`src/rtl/reorder_buffer_pkg.sv`:
```
`default_nettype none
// ============================================================================
// Module : reorder_buffer_pkg
// Desc   : Shared sizing constants and entry record for the reorder buffer.
// Rev    : 1.0 - initial release
// ============================================================================
package reorder_buffer_pkg;

  localparam int ROB_SIZE = 16;
  localparam int ROB_AW   = 4;

  // Tag with the MSB set never names a real entry.
  localparam logic [ROB_AW:0] ENTRY_NULL = {1'b1, {ROB_AW{1'b0}}};
  localparam logic [ROB_AW:0] COUNT_FULL = ENTRY_NULL;
  localparam logic [5:0]      REG_NULL   = 6'd32;

  typedef struct packed {
    logic        busy;
    logic        ready;
    logic        is_br;
    logic        is_st;
    logic        pred;
    logic        taken;
    logic [5:0]  rd;
    logic [31:0] pc;
    logic [31:0] value;
    logic [31:0] target;
  } rob_ent_t;

endpackage
`default_nettype wire

```
`src/rtl/reorder_buffer_bypass_mux.sv`:
```
`default_nettype none
// ============================================================================
// Module : rob_bypass_mux
// Desc   : Operand-tag lookup into the ROB with same-cycle CDB forwarding.
//          Only compiled when ROB_BYPASS_EN is defined.
// Rev    : 1.0 - initial release
// ============================================================================
`ifdef ROB_BYPASS_EN
module rob_bypass_mux
  import reorder_buffer_pkg::*;
(
  input  logic [ROB_AW:0]              i_tag,
  input  logic [ROB_SIZE-1:0]          i_busy,
  input  logic [ROB_SIZE-1:0]          i_ready,
  input  logic [ROB_SIZE-1:0][31:0]    i_value,
  input  logic                         i_alu_valid,
  input  logic [ROB_AW:0]              i_alu_entry,
  input  logic [31:0]                  i_alu_value,
  input  logic                         i_lsb_valid,
  input  logic [ROB_AW:0]              i_lsb_entry,
  input  logic [31:0]                  i_lsb_value,
  output logic                         o_rdy,
  output logic [31:0]                  o_val
);

  logic [ROB_AW-1:0] w_idx;
  logic              w_live;

  assign w_idx  = i_tag[ROB_AW-1:0];
  assign w_live = !i_tag[ROB_AW] && i_busy[w_idx];

  // Stored result wins; otherwise catch the broadcast that is on the bus now.
  always_comb begin
    o_rdy = 1'b0;
    o_val = '0;
    if (w_live) begin
      if (i_ready[w_idx]) begin
        o_rdy = 1'b1;
        o_val = i_value[w_idx];
      end else if (i_alu_valid && (i_alu_entry == i_tag)) begin
        o_rdy = 1'b1;
        o_val = i_alu_value;
      end else if (i_lsb_valid && (i_lsb_entry == i_tag)) begin
        o_rdy = 1'b1;
        o_val = i_lsb_value;
      end
    end
  end

endmodule
`endif
`default_nettype wire

```
`src/rtl/reorder_buffer.sv`:
```
`default_nettype none
// ============================================================================
// Module : reorder_buffer
// Desc   : 16-entry circular in-order ROB: allocate, CDB capture, in-order
//          retire, mispredict rollback. Optional operand bypass: ROB_BYPASS_EN.
// Rev    : 1.0 - initial release
// ============================================================================
module reorder_buffer
  import reorder_buffer_pkg::*;
(
  input  logic              clk,
  input  logic              rst,
  input  logic              rdy,
  input  logic              issue_sgn,
  input  logic [5:0]        issue_rd,
  input  logic              issue_is_br,
  input  logic              issue_is_st,
  input  logic              issue_pred,
  input  logic [31:0]       issue_pc,
  output logic [ROB_AW:0]   rob_new_entry,
  output logic              rob_full,
  input  logic              alu_valid,
  input  logic [ROB_AW:0]   alu_entry,
  input  logic [31:0]       alu_value,
  input  logic              alu_taken,
  input  logic [31:0]       alu_target,
  input  logic              lsb_valid,
  input  logic [ROB_AW:0]   lsb_entry,
  input  logic [31:0]       lsb_value,
  input  logic [ROB_AW:0]   qry_j,
  input  logic [ROB_AW:0]   qry_k,
  output logic              qry_j_rdy,
  output logic [31:0]       qry_j_val,
  output logic              qry_k_rdy,
  output logic [31:0]       qry_k_val,
  output logic              commit_sgn,
  output logic [ROB_AW:0]   rob_entry,
  output logic [5:0]        rob_des,
  output logic [31:0]       rob_result,
  output logic              st_commit,
  output logic              rollback,
  output logic [31:0]       rollback_pc
);

  rob_ent_t          r_rob [ROB_SIZE];
  logic [ROB_AW-1:0] r_head;
  logic [ROB_AW-1:0] r_tail;
  logic [ROB_AW:0]   r_count;
  logic              r_commit_sgn;
  logic              r_st_commit;
  logic              r_rollback;
  logic [ROB_AW:0]   r_rob_entry;
  logic [5:0]        r_rob_des;
  logic [31:0]       r_rob_result;
  logic [31:0]       r_rollback_pc;

  rob_ent_t          w_head;
  logic              w_full;
  logic              w_issue;
  logic              w_commit;
  logic              w_mispred;
  logic              w_alu_hit;
  logic              w_lsb_hit;
  logic [ROB_AW-1:0] w_alu_idx;
  logic [ROB_AW-1:0] w_lsb_idx;

  assign w_head    = r_rob[r_head];
  assign w_full    = (r_count == COUNT_FULL);
  assign w_alu_idx = alu_entry[ROB_AW-1:0];
  assign w_lsb_idx = lsb_entry[ROB_AW-1:0];

  // While the rollback pulse is out, everything waits for the flush edge.
  assign w_issue   = issue_sgn && !w_full && !r_rollback;
  assign w_commit  = w_head.busy && w_head.ready && !r_rollback;
  assign w_alu_hit = alu_valid && !alu_entry[ROB_AW] && r_rob[w_alu_idx].busy && !r_rollback;
  assign w_lsb_hit = lsb_valid && !lsb_entry[ROB_AW] && r_rob[w_lsb_idx].busy && !r_rollback;
  assign w_mispred = w_head.is_br && (w_head.taken != w_head.pred);

  always_ff @(posedge clk) begin
    if (rst || (rdy && r_rollback)) begin
      for (int i = 0; i < ROB_SIZE; i++) r_rob[i] <= '0;
      r_head        <= '0;
      r_tail        <= '0;
      r_count       <= '0;
      r_commit_sgn  <= 1'b0;
      r_st_commit   <= 1'b0;
      r_rollback    <= 1'b0;
      r_rob_entry   <= ENTRY_NULL;
      r_rob_des     <= REG_NULL;
      r_rob_result  <= '0;
      r_rollback_pc <= '0;
    end else if (rdy) begin
      r_commit_sgn <= w_commit;
      r_st_commit  <= w_commit && w_head.is_st;
      r_rollback   <= w_commit && w_mispred;

      if (w_alu_hit) begin
        r_rob[w_alu_idx].ready  <= 1'b1;
        r_rob[w_alu_idx].value  <= alu_value;
        r_rob[w_alu_idx].taken  <= alu_taken;
        r_rob[w_alu_idx].target <= alu_target;
      end
      if (w_lsb_hit) begin
        r_rob[w_lsb_idx].ready <= 1'b1;
        r_rob[w_lsb_idx].value <= lsb_value;
      end

      if (w_commit) begin
        r_rob[r_head].busy  <= 1'b0;
        r_rob[r_head].ready <= 1'b0;
        r_head              <= r_head + 1'b1;
        r_rob_entry         <= {1'b0, r_head};
        r_rob_des           <= w_head.rd;
        r_rob_result        <= w_head.value;
        if (w_mispred)
          r_rollback_pc <= w_head.taken ? w_head.target : (w_head.pc + 32'd4);
      end

      // Tail never aliases a retiring head: that needs count 0 or 16.
      if (w_issue) begin
        r_rob[r_tail] <= '{busy: 1'b1, ready: 1'b0, is_br: issue_is_br, is_st: issue_is_st,
                           pred: issue_pred, taken: 1'b0, rd: issue_rd, pc: issue_pc,
                           value: 32'd0, target: 32'd0};
        r_tail <= r_tail + 1'b1;
      end

      if (w_issue && !w_commit)
        r_count <= r_count + 1'b1;
      else if (!w_issue && w_commit)
        r_count <= r_count - 1'b1;
    end
  end

  assign rob_new_entry = {1'b0, r_tail};
  assign rob_full      = w_full;
  assign commit_sgn    = r_commit_sgn;
  assign rob_entry     = r_rob_entry;
  assign rob_des       = r_rob_des;
  assign rob_result    = r_rob_result;
  assign st_commit     = r_st_commit;
  assign rollback      = r_rollback;
  assign rollback_pc   = r_rollback_pc;

`ifdef ROB_BYPASS_EN
  logic [ROB_SIZE-1:0]       w_busy_vec;
  logic [ROB_SIZE-1:0]       w_ready_vec;
  logic [ROB_SIZE-1:0][31:0] w_value_vec;

  for (genvar gi = 0; gi < ROB_SIZE; gi++) begin : g_pack
    assign w_busy_vec[gi]  = r_rob[gi].busy;
    assign w_ready_vec[gi] = r_rob[gi].ready;
    assign w_value_vec[gi] = r_rob[gi].value;
  end

  rob_bypass_mux u_byp_j (
    .i_tag       (qry_j),
    .i_busy      (w_busy_vec),
    .i_ready     (w_ready_vec),
    .i_value     (w_value_vec),
    .i_alu_valid (alu_valid),
    .i_alu_entry (alu_entry),
    .i_alu_value (alu_value),
    .i_lsb_valid (lsb_valid),
    .i_lsb_entry (lsb_entry),
    .i_lsb_value (lsb_value),
    .o_rdy       (qry_j_rdy),
    .o_val       (qry_j_val)
  );

  rob_bypass_mux u_byp_k (
    .i_tag       (qry_k),
    .i_busy      (w_busy_vec),
    .i_ready     (w_ready_vec),
    .i_value     (w_value_vec),
    .i_alu_valid (alu_valid),
    .i_alu_entry (alu_entry),
    .i_alu_value (alu_value),
    .i_lsb_valid (lsb_valid),
    .i_lsb_entry (lsb_entry),
    .i_lsb_value (lsb_value),
    .o_rdy       (qry_k_rdy),
    .o_val       (qry_k_val)
  );
`else
  logic w_unused_qry;
  assign w_unused_qry = ^{qry_j, qry_k};
  assign qry_j_rdy    = 1'b0;
  assign qry_j_val    = '0;
  assign qry_k_rdy    = 1'b0;
  assign qry_k_val    = '0;
`endif

endmodule
`default_nettype wire
```
`config.mk`:
```
export PLATFORM = sky130hd
export DESIGN_NAME = reorder_buffer
export DESIGN_NICKNAME = d
export VERILOG_FILES = /design/src/rtl/reorder_buffer_pkg.sv /design/src/rtl/reorder_buffer_bypass_mux.sv /design/src/rtl/reorder_buffer.sv
export SDC_FILE = /design/constraint.sdc
export NUM_CORES = 2
export LEC_CHECK = 0
export BUFFER_PORTS_ARGS = -buffer_cell sky130_fd_sc_hd__buf_2
export CORE_MARGIN = 1.5
export CORE_UTILIZATION = 25
export DETAILED_ROUTE_END_ITERATION = 8
export PLACE_DENSITY = 0.49
export REMOVE_ABC_BUFFERS = 1
export SLEW_MARGIN = 20
export SYNTH_ARGS = -nofsm -noshare
export SYNTH_HDL_FRONTEND = slang
export SYNTH_HIERARCHICAL = 1
export SYNTH_SLANG_ARGS = --single-unit
export TNS_END_PERCENT = 100
```
`constraint.sdc`:
```
create_clock -name clk -period 9.9 [get_ports clk]
set_input_delay 2.475 -clock clk [delete_from_list [all_inputs] [get_ports clk]]
set_output_delay 2.475 -clock clk [all_outputs]
set_load 0.005 [all_outputs]
```
Word-level counts from Yosys, hierarchy flattened
Memories as Yosys holds them, arrays and structs flattened. A register that Yosys moved wholly into a read port is not among the register bits.
Cells that the tools add are included.
{"block": "totals", "register_bits": 91, "ramBits": 1728, "in_bits": 164, "elab_cells": 85, "n_memories": 1}
{"block": "classes", "n_addsub": 5, "eq_ne": 2, "muxes": 35, "reduce_logical": 32}
{"name": "r_rob", "depth": 16, "width": 108, "rd": 3, "rd_clocked_by_memory_dff": 1, "write_ports": 16, "line": "reorder_buffer.sv:45", "rtl": "rob_ent_t r_rob [ROB_SIZE];"}
{"operator": "$mux 108", "count": 4}
{"operator": "$reduce_or 108->1", "count": 4}
{"operator": "$add 32x3->32 const B", "count": 1}
{"operator": "$mux 32", "count": 1}
{"operator": "$mux 4", "count": 6}
{"operator": "$mux 1", "count": 19}
{"operator": "$logic_and 1x1->1", "count": 16}
{"operator": "$mux 5", "count": 2}
{"operator": "$add 4x1->4 const B", "count": 2}
{"operator": "$logic_not 1->1", "count": 6}
{"operator": "$mux 2", "count": 3}
{"operator": "$reduce_and 2->1", "count": 3}
{"operator": "$add 5x1->5 const B", "count": 1}
{"operator": "$eq 5x5->1 const B", "count": 1}
{"operator": "$sub 5x1->5 const B", "count": 1}
{"operator": "$reduce_and 3->1", "count": 1}
{"operator": "$reduce_bool 2->1", "count": 1}
{"operator": "$logic_or 1x1->1", "count": 1}
{"operator": "$ne 1x1->1", "count": 1}

Logic depth before layout (Yosys ltp)
{"block": "depth", "depth_word": 10, "mapped_depth": 18, "depth_no_buf": 13}

Worst setup path after synthesis
No wires, ideal clock.
{"block": "synth_path", "kind": "input -> register", "start": "in rdy", "end": "mem r_rob[14][100] (netlist name) (enable)", "setup_ns": 0.399, "arrival_time_ns": 4.744, "slack_ns": 4.757, "path_stages": 7, "path_buffers": 2, "cell_sequence": "nand2b_1 nor3_1 and2_1 clkbuf_1 nand3_1 buf_1 nand2_1"}
{"item": "start, declared", "line": "reorder_buffer.sv:13", "rtl": "input logic rdy,"}
{"item": "end, declared", "line": "reorder_buffer.sv:45"}

==> run metrics <==
endpoints failing hold 0; Commonest cells post-synth 1572 x a21oi_1, 1167 x dfxtp_1, 1011 x and3_1; core area 346000 um2; final setup vio count 0; Post-CTS Setup Bufs 0; Simple-Gate Fraction of Synth Area 16.3%; crit path max fanout 46; initial antenna violation count 104; Critical Path RT around 11 ns; sequential cell area ~43000 um2; post-synth cell types between 80 and 90; RD Place Congestion approximately 0.81; CTS tree done; Worst-Margin Slew 1.24 ns; post-DP HPWL 188000 um; Layout fillers 35568; final period utilization 65.9%; WL/cell 28.0 um; post-synthesis sequential area ratio 49.7%; Syn Inst Count 8488; Final ANT Viol Nets 0; Ports 314; Tot GR Track Use just under 20%; vias in the first global route 67848; Routed Wire Length 359000 um; Synth area leader dfxtp_1; synthesized cell area 86700 um2; Clk pin slew, worst setup/hold paths 0.06 ns; FP Rows 216; initial core utilization approximately a quarter; Leakage between 30 and 40 nW; RSZ-0062 raised after global routing no; max-slew violation count 0; Pwr Density 167 nW/um2; area grow syn2layout 12.5%; die height roughly 590 um; number of flops mapped to enable cells by yosys 656; WS Path Type in2reg; adder-cell share of the synthesized area 0.211%; # port buffers 236; via count 70678; most numerous cell in the Yosys netlist a21oi_1; drt via density 5.51; Synth Area in Compound Gates 13.3%; # DRC 0; maximum clock frequency 153 MHz; global route overflow 0; clk_lat worst skew 0.91 ns; Top FF cell, synth dfxtp_1; Post-Syn Area per Cell 10.2 um2; die area 350000 um2; drt first pass iters 6; Layout Nets slightly above 8000; Num CTS Buffers between 200 and 250; first-pass GRT wire length approximately 500000 um; Crit path arrival time just over 7 ns; Seq cells post-synth 1823; CTS Buffer Depth 4; Slew headroom roughly 18%; cts hold-fix bufs 0; share of layout cells above drive strength 1 15.9%; CTS Root Cell clkbuf_16; largest family of logic cells by synthesized area simple AND/OR/NAND/NOR gates; worst min-delay path category reg2reg; mux cell area share after synthesis 14.2%; pin count of the biggest net entering global routing 312; Max IR drop VDD ~0.13 mV; design area 97500 um2; worst hold slack 0.464 ns; final core utilization 28.2%; Startpoint Class input port; DP Area 90600 um2; post-CTS sizing 0; Synth area leaders dfxtp_1 27%, edfxtp_1 23%, mux4_2 12%, a21oi_1 9.1%, and3_1 7.3%; H-tree levels 4; Worst setup EP type flop; asr flop ratio synth 0%; post-synth top area share 26.9%; Yosys warnings 6; final clock skew roughly 0.11 ns; Multi-input gate area 39300 um2; setup TNS 0 ns; 1st-iter DRT viols 9697; status complete, no violations; clk sinks between 1500 and 2000; # Max-Cap Violations 0; minimum clock period 6.52 ns; post-synthesis xor/xnor area fraction 0.303%; Die Width 592 um
-- per-layer routing --
metal / wire length [um] / GRT usage (%) / vias to the layer above / share of wire [%]
li1: - / - / 30230 / -
met1: 140000 / 25.0 / 35179 / 39
met2: 165000 / 31.5 / 4219 / 46
met3: 36100 / 4.57 / 1000 / 10
met4: 17600 / 9.62 / 50 / 4.9
met5: 313 / 0 / - / 0.087
-- flip-flops by register name (all words and copies together) (netlist names), named ones only --
name,cells
r_tail,4
r_rob,1728
commit_sgn,1
rob_entry,5
r_count,5
st_commit,1
rob_des,6
rollback,1
rob_result,32
rollback_pc,32
r_head,4
-- metrics by stage --
step	instances	power, mW	worst slack [ns]
after floorplan	7433	8.30	-40.10
after global placement	12394	8.61	2.74
after detailed placement	12396	8.63	2.71
after CTS	12770	16.3	3.62
after global routing	12795	16.7	3.34
final	12816	16.2	3.38
-- cells by family after synthesis --
group / after synthesis
compound gates: 2235
fa+ha+maj: 14
xor+xnor: 30
flops: 1823
simple gates: 2681
mux: 573
buf+inv: 1131
other cells: 1
-- worst max-delay path: stages --
cell and delay [ns]:
buf_2 0.50, mux4_2 0.34, mux4_2 0.25, and4b_1 0.20, nor2b_1 0.82, nand2_1 0.43, nor2_4 0.83, buf_4 0.97
a21oi_1 0.17, a21oi_1 0.18
-- final cells by class --
| class | instances | share of cell area (%) |
|---|---|---|
| clock buffers | 311 | 6.40 |
| repair buffers | 387 | 2.59 |
| inverters | 10 | 0.0462 |
| multi-input cells | 5600 | 40.3 |
| clock inverters | 63 | 0.525 |
| flip-flops and latches | 1823 | 44.2 |
| well taps | 4578 | 5.88 |
| diodes | 44 | 0.113 |
-- cell usage in the layout, fill, tap and decap left out, types with 216 or more instances in the layout --
| cell | count |
|---|---|
| a21oi_1 | 1571 |
| dfxtp_1 | 1164 |
| and3_1 | 1010 |
| edfxtp_1 | 656 |
| nand2_1 | 636 |
| nand3_1 | 555 |
| o21ai_0 | 542 |
| mux4_2 | 469 |
| buf_2 | 236 |
| clkbuf_16 | 216 |
-- worst paths after layout --
| check | from | endpoint | slack (ns) | cells past startpoint |
|---|---|---|---|---|
| setup / recovery | alu_entry[0] | r_rob[9][63] | 3.38 | 10 |
| hold / removal | r_rob[10][25] | r_rob[10][25] | 0.46 | 2 |
| setup reg to reg | r_count[0] | r_rob[5][86] | 4.45 | 7 |
| hold reg to reg | r_rob[10][25] | r_rob[10][25] | 0.46 | 2 |
-- report_power, final --
part | switching (mW) | total [mW] | internal (mW)
logic | 0.458 | 0.583 | 0.124
clock network | 3.25 | 7.76 | 4.51
registers | 0.0296 | 7.89 | 7.86
(Power assumes the default switching activity.)
